===== config.mk =====
export PLATFORM = sky130hd
export DESIGN_NAME = pbit_readout_averager
export DESIGN_NICKNAME = d
export VERILOG_FILES = /design/src/rtl/pbit_readout_pkg.sv /design/src/rtl/pbit_bit_counter.sv /design/src/rtl/pbit_readout_averager.sv
export SDC_FILE = /design/constraint.sdc
export NUM_CORES = 1
export LEC_CHECK = 0
export CORE_MARGIN = 2
export CORE_UTILIZATION = 34
export CTS_BUF_LIST = sky130_fd_sc_hd__clkbuf_2
export CTS_CLUSTER_DIAMETER = 200
export CTS_CLUSTER_SIZE = 12
export DETAILED_ROUTE_END_ITERATION = 6
export MAX_ROUTING_LAYER = met4
export SLEW_MARGIN = 20
export SYNTH_ARGS = -nofsm -noshare
export SYNTH_HDL_FRONTEND = slang
export SYNTH_SLANG_ARGS = --single-unit

===== constraint.sdc =====
create_clock -name clk -period 11.6 [get_ports clk]
set_clock_uncertainty 0.1 [all_clocks]
set_input_delay 1.74 -clock clk [delete_from_list [all_inputs] [get_ports clk]]
set_output_delay 1.74 -clock clk [all_outputs]
set_load 0.02 [all_outputs]

===== src/rtl/pbit_readout_pkg.sv =====
// rtl/pbit_readout_pkg.sv - shared state encoding, window limits and log clamp for the p-bit readout averager
package pbit_readout_pkg;

    typedef enum logic [1:0] {
        ST_IDLE  = 2'd0,
        ST_BURN  = 2'd1,
        ST_ACCUM = 2'd2,
        ST_DONE  = 2'd3
    } state_t;

    localparam int DEF_MAX_LOG = 8;
    localparam int DEF_CNT_W   = DEF_MAX_LOG + 1;

    // Saturates the requested log2 window to the largest supported one.
    function automatic logic [3:0] clamp_log(input logic [3:0] log_req, input logic [3:0] log_max);
        return (log_req > log_max) ? log_max : log_req;
    endfunction

endpackage


===== src/rtl/pbit_bit_counter.sv =====
// rtl/pbit_bit_counter.sv - per-bit ones counter with majority compare against half the window
//   clk, reset   : clock, asynchronous active-high reset
//   clear        : synchronous clear (restart of a measurement)
//   en           : add bit_in to the count this edge
//   bit_in       : sampled stochastic bit
//   log_l        : latched log2 window
//   decision     : majority of the count including the current bit_in sample
module pbit_bit_counter #(
    parameter int CNT_W = 9
) (
    input  logic       clk,
    input  logic       reset,
    input  logic       clear,
    input  logic       en,
    input  logic       bit_in,
    input  logic [3:0] log_l,
    output logic       decision
);

    logic [CNT_W-1:0] count;
    logic [CNT_W-1:0] half;
    logic [CNT_W:0]   count_incl;

    always_ff @(posedge clk or posedge reset) begin
        if (reset) begin
            count <= '0;
        end else if (clear) begin
            count <= '0;
        end else if (en) begin
            count <= count + CNT_W'(bit_in);
        end
    end

    // Half window is zero for a single-sample window, so the decision
    // then collapses to the sample itself.
    always_comb begin
        half = '0;
        if (log_l != 4'd0) begin
            half = CNT_W'(1) << (log_l - 4'd1);
        end
    end

    // The final sample is still in flight on the deciding edge, so it is
    // folded in here rather than waiting for the register to catch up.
    assign count_incl = {1'b0, count} + (CNT_W + 1)'(bit_in);
    assign decision   = count_incl > {1'b0, half};

endmodule


===== src/rtl/pbit_readout_averager.sv =====
// rtl/pbit_readout_averager.sv - windowed per-bit majority readout of the annealed adder outputs
//   clk, reset          : clock, asynchronous active-high reset
//   start               : begin or restart a measurement (honoured in every state)
//   log_steps, burn_in  : log2 window and discarded settle cycles, latched on start
//   a_in, b_in, sum_in, ovf_in : adder stochastic outputs, sampled each ACCUM edge
//   busy                : high in BURN or ACCUM
//   done                : one-cycle pulse when results update
//   result_valid        : high while results are held in DONE
//   a_avg, b_avg, sum_avg, ovf_avg : per-bit majority decisions
module pbit_readout_averager
    import pbit_readout_pkg::*;
#(
    parameter int WIDTH   = 4,
    parameter int MAX_LOG = DEF_MAX_LOG,
    parameter int BURN_W  = 8
) (
    input  logic              clk,
    input  logic              reset,
    input  logic              start,
    input  logic [3:0]        log_steps,
    input  logic [BURN_W-1:0] burn_in,
    input  logic [WIDTH-1:0]  a_in,
    input  logic [WIDTH-1:0]  b_in,
    input  logic [WIDTH-1:0]  sum_in,
    input  logic              ovf_in,
    output logic              busy,
    output logic              done,
    output logic              result_valid,
    output logic [WIDTH-1:0]  a_avg,
    output logic [WIDTH-1:0]  b_avg,
    output logic [WIDTH-1:0]  sum_avg,
    output logic              ovf_avg
);

    localparam int CNT_W = MAX_LOG + 1;
    localparam int NB    = 3 * WIDTH + 1;

    state_t            state, state_next;
    logic [BURN_W-1:0] burn_cnt;
    logic [CNT_W-1:0]  samp_cnt;
    logic [CNT_W-1:0]  window;
    logic [3:0]        l_reg;
    logic              last_sample;
    logic              acc_en;
    logic              done_q;
    logic [NB-1:0]     bits_in;
    logic [NB-1:0]     decisions;

    assign bits_in     = {ovf_in, sum_in, b_in, a_in};
    assign window      = CNT_W'(1) << l_reg;
    assign last_sample = (samp_cnt == window - CNT_W'(1));
    assign acc_en      = (state == ST_ACCUM) && !start;

    genvar gi;
    generate
        for (gi = 0; gi < NB; gi++) begin : g_bit
            pbit_bit_counter #(
                .CNT_W(CNT_W)
            ) u_cnt (
                .clk      (clk),
                .reset    (reset),
                .clear    (start),
                .en       (acc_en),
                .bit_in   (bits_in[gi]),
                .log_l    (l_reg),
                .decision (decisions[gi])
            );
        end
    endgenerate

    always_ff @(posedge clk or posedge reset) begin
        if (reset) begin
            state <= ST_IDLE;
        end else begin
            state <= state_next;
        end
    end

    always_comb begin
        state_next = state;
        if (start) begin
            state_next = (burn_in != '0) ? ST_BURN : ST_ACCUM;
        end else begin
            case (state)
                ST_BURN:  if (burn_cnt == BURN_W'(1)) state_next = ST_ACCUM;
                ST_ACCUM: if (last_sample) state_next = ST_DONE;
                default:  state_next = state;
            endcase
        end
    end

    always_ff @(posedge clk or posedge reset) begin
        if (reset) begin
            burn_cnt <= '0;
            samp_cnt <= '0;
            l_reg    <= '0;
            done_q   <= 1'b0;
            a_avg    <= '0;
            b_avg    <= '0;
            sum_avg  <= '0;
            ovf_avg  <= 1'b0;
        end else if (start) begin
            burn_cnt <= burn_in;
            samp_cnt <= '0;
            l_reg    <= clamp_log(log_steps, 4'(MAX_LOG));
            done_q   <= 1'b0;
        end else begin
            done_q <= 1'b0;
            case (state)
                ST_BURN: begin
                    burn_cnt <= burn_cnt - BURN_W'(1);
                end
                ST_ACCUM: begin
                    samp_cnt <= samp_cnt + CNT_W'(1);
                    if (last_sample) begin
                        done_q  <= 1'b1;
                        a_avg   <= decisions[WIDTH-1:0];
                        b_avg   <= decisions[2*WIDTH-1:WIDTH];
                        sum_avg <= decisions[3*WIDTH-1:2*WIDTH];
                        ovf_avg <= decisions[3*WIDTH];
                    end
                end
                default: ;
            endcase
        end
    end

    assign busy         = (state == ST_BURN) || (state == ST_ACCUM);
    assign done         = done_q;
    assign result_valid = (state == ST_DONE);

endmodule


==> metrics.txt <==
outcome=complete, no violations; antenna violations before repair=1; commonest cells after routing, fill and taps aside=167 x xor2_1, 154 x dfrtp_1, 153 x nor2_1, 149 x ha_1, 131 x nand2_1; setup TNS=0 ps; Worst-Margin Slew=approximately 1100 ps; initial DRC count=556; Nets=approximately 1,400; Die Footprint=between 0.03 and 0.04 sq mm; CP Max Fanout=12; yosys warns=0; setup violators final=0; max cap viols=0; Fmax achieved=roughly 240 MHz; GRT Overall Usage=between 10% and 20%; drt via density=4.99; final WL=about 25,000 um; Leak=between 6 and 7 nW; Netlist cell types=50; Post-synth EDFFs=0; CP Data Arrival Time=~4800 ps; Post-Layout Cell Count=1,700; max_slew headroom=between 20 and 30%; routability cong.=about 0.78; Reg clk slew, reported paths=280 ps; Multi-input gate area=slightly above 0.007 sq mm; hpwl dp=about 16,000 um; Synth Area in XOR/XNOR=roughly 15%; first-pass GRT wire length=about 42,000 um; Compound-Gate Fraction of Synth Area=just under 8%; asr flop ratio synth=100%; fillers=roughly 3,400; CP startpoint kind=flip-flop; Reg with most FFs=g_bit.u_cnt.count; Final Hold Vio Count=0; htree depth=4; post-synthesis simple-gate area fraction=between 10% and 20%; setup bufs post-CTS=0; vias in the first global route=8,414; clock buffer depth=2; Synth Instances=about 1,200; placed cell count=roughly 1,700; final period utilization=between 30% and 40%; RSZ-0062 raised after global routing=false; clk sink count=approximately 150; CTS buffer count=17; post-synthesis mux area share=under 10%; critical path class=flip-flop to flip-flop; grt ovf=0; post-CTS sizing=0; Seq/Total Area, Yosys=33.9%; fin. max-slew vios=0; DRT antenna net count=0; clk root buf=clkbuf_2; Initial Utilization=34.7%; Via Count=~8,500; clock period minus worst slack=between 4000 and 5000 ps; total core area=0.0327 sq mm; average cell area after synthesis=slightly above 9 sq um; Mapped Nets=1,400; Setup crit end kind=flip-flop; drt wl/cell=about 14 um; number of synthesized register bits=~150; CTS tree=built; Site Rows=between 60 and 70; share of layout cells above drive strength 1=between 4 and 5%; main flop type after synthesis=dfrtp_1; port buffer count=43; Die Y=between 150 and 200 um; top flop regs=g_bit.u_cnt.count: 117 flops, samp_cnt: 9 flops, burn_cnt: 8 flops; VDD IR max=between 40 and 50 uV; register area=0.00385 sq mm; drt drc=0; Syn Std Cell Area=about 0.011 sq mm; largest family of logic cells by synthesized area=simple AND/OR/NAND/NOR gates; PD cells=just over 80 mW/mm^2; min-delay worst type=flip-flop to flip-flop; largest net degree at the start of global routing=110; Worst-Skew Late Latency=~740 ps; commonest non-fill, non-tap cell in the layout=xor2_1; CP Data Required Time=12,110 ps; Initial DRT Pass Iterations=5; io pins=between 40 and 50; Post-CTS Hold Buffers=0; Die Width=187 um; max reg flops=117; Post-Synth Adder-Cell Area=16.5%; synth-to-layout area growth=9.37%
where the power goes:
group	internal, mW	switching (mW)
clock	0.0602	0.208
sequential	0.546	0.0118
combinational	0.0722	0.107
path summary, 6_finish.rpt:
kind,endpoint,startpoint,depth (start not counted),slack [ps]
setup reg to reg,ovf_avg,l_reg[0],11,7360
max in group asynchronous,g_bit[9].u_cnt.count[1],reset,3,8820
min in group asynchronous,g_bit[0].u_cnt.count[1],reset,2,1410
hold / removal,b_avg[1],b_avg[1],1,450
setup / recovery,ovf_avg,l_reg[0],11,7360
hold reg to reg,b_avg[1],b_avg[1],1,450
critical path, cell delays in order, from the launching register on:
cell,delay (ps)
dfrtp_1,620
inv_1,170
nor2_1,230
nand2_1,100
ha_1,340
nor2b_1,220
a221oi_2,240
o2111ai_1,200
or3_4,430
nor4_4,730
buf_4,370
mux2_2,360
synth_stat cells, drive strengths merged (11+ instances only):
library cell	count	area, sq um
xor2	167	1460
nand4	50	313
inv	26	97.6
xnor2	32	280
clkbuf	37	139
a21oi	42	210
nor2	153	574
dfrtp	154	3850
o21ai	19	95.1
a32oi	11	96.3
a21o	15	113
nand3	32	160
and3	50	313
mux2i	27	270
ha	150	1880
o211ai	16	120
o311ai	11	96.3
nor2b	28	175
mux2	14	191
nand2	131	492
cells by family after synthesis:
kind of cell | Yosys count
simple gates | 474
xor+xnor | 199
compound gates | 133
flops | 154
mux | 41
buf+inv | 71
fa+ha+maj | 150
per-layer routing:
layer  track usage, %  routed length, um
met1             20.7              12700
met2             23.7              11000
met3             2.61                715
met4             2.96                215
met5                -                  0
stage by stage:
stage                     power (mW)  cell area (sq um)  hold slack [ps]  setup WS (ps)  util [%]
after global routing            1.07              12400              481           7050      38.0
after global placement         0.742              12200              406           6850      37.3
after floorplan                0.694              11400              391           5610         -
after CTS                       1.02              12400              463           7340      37.9
after detailed placement       0.746              12200              403           6820      37.3
final                           1.00              12400              455           7360      38.0
area by class of cell:
class | count | share of cell area (%)
antenna | 1 | 0.0202
clock buffer | 20 | 0.806
clock inverter | 12 | 0.746
inverter | 26 | 0.846
multi-input combinational | 997 | 58.2
sequential | 154 | 31.0
tap | 442 | 4.45
timing repair buffer | 48 | 3.91
No activity file was read; power rests on OpenSTA's default activity.
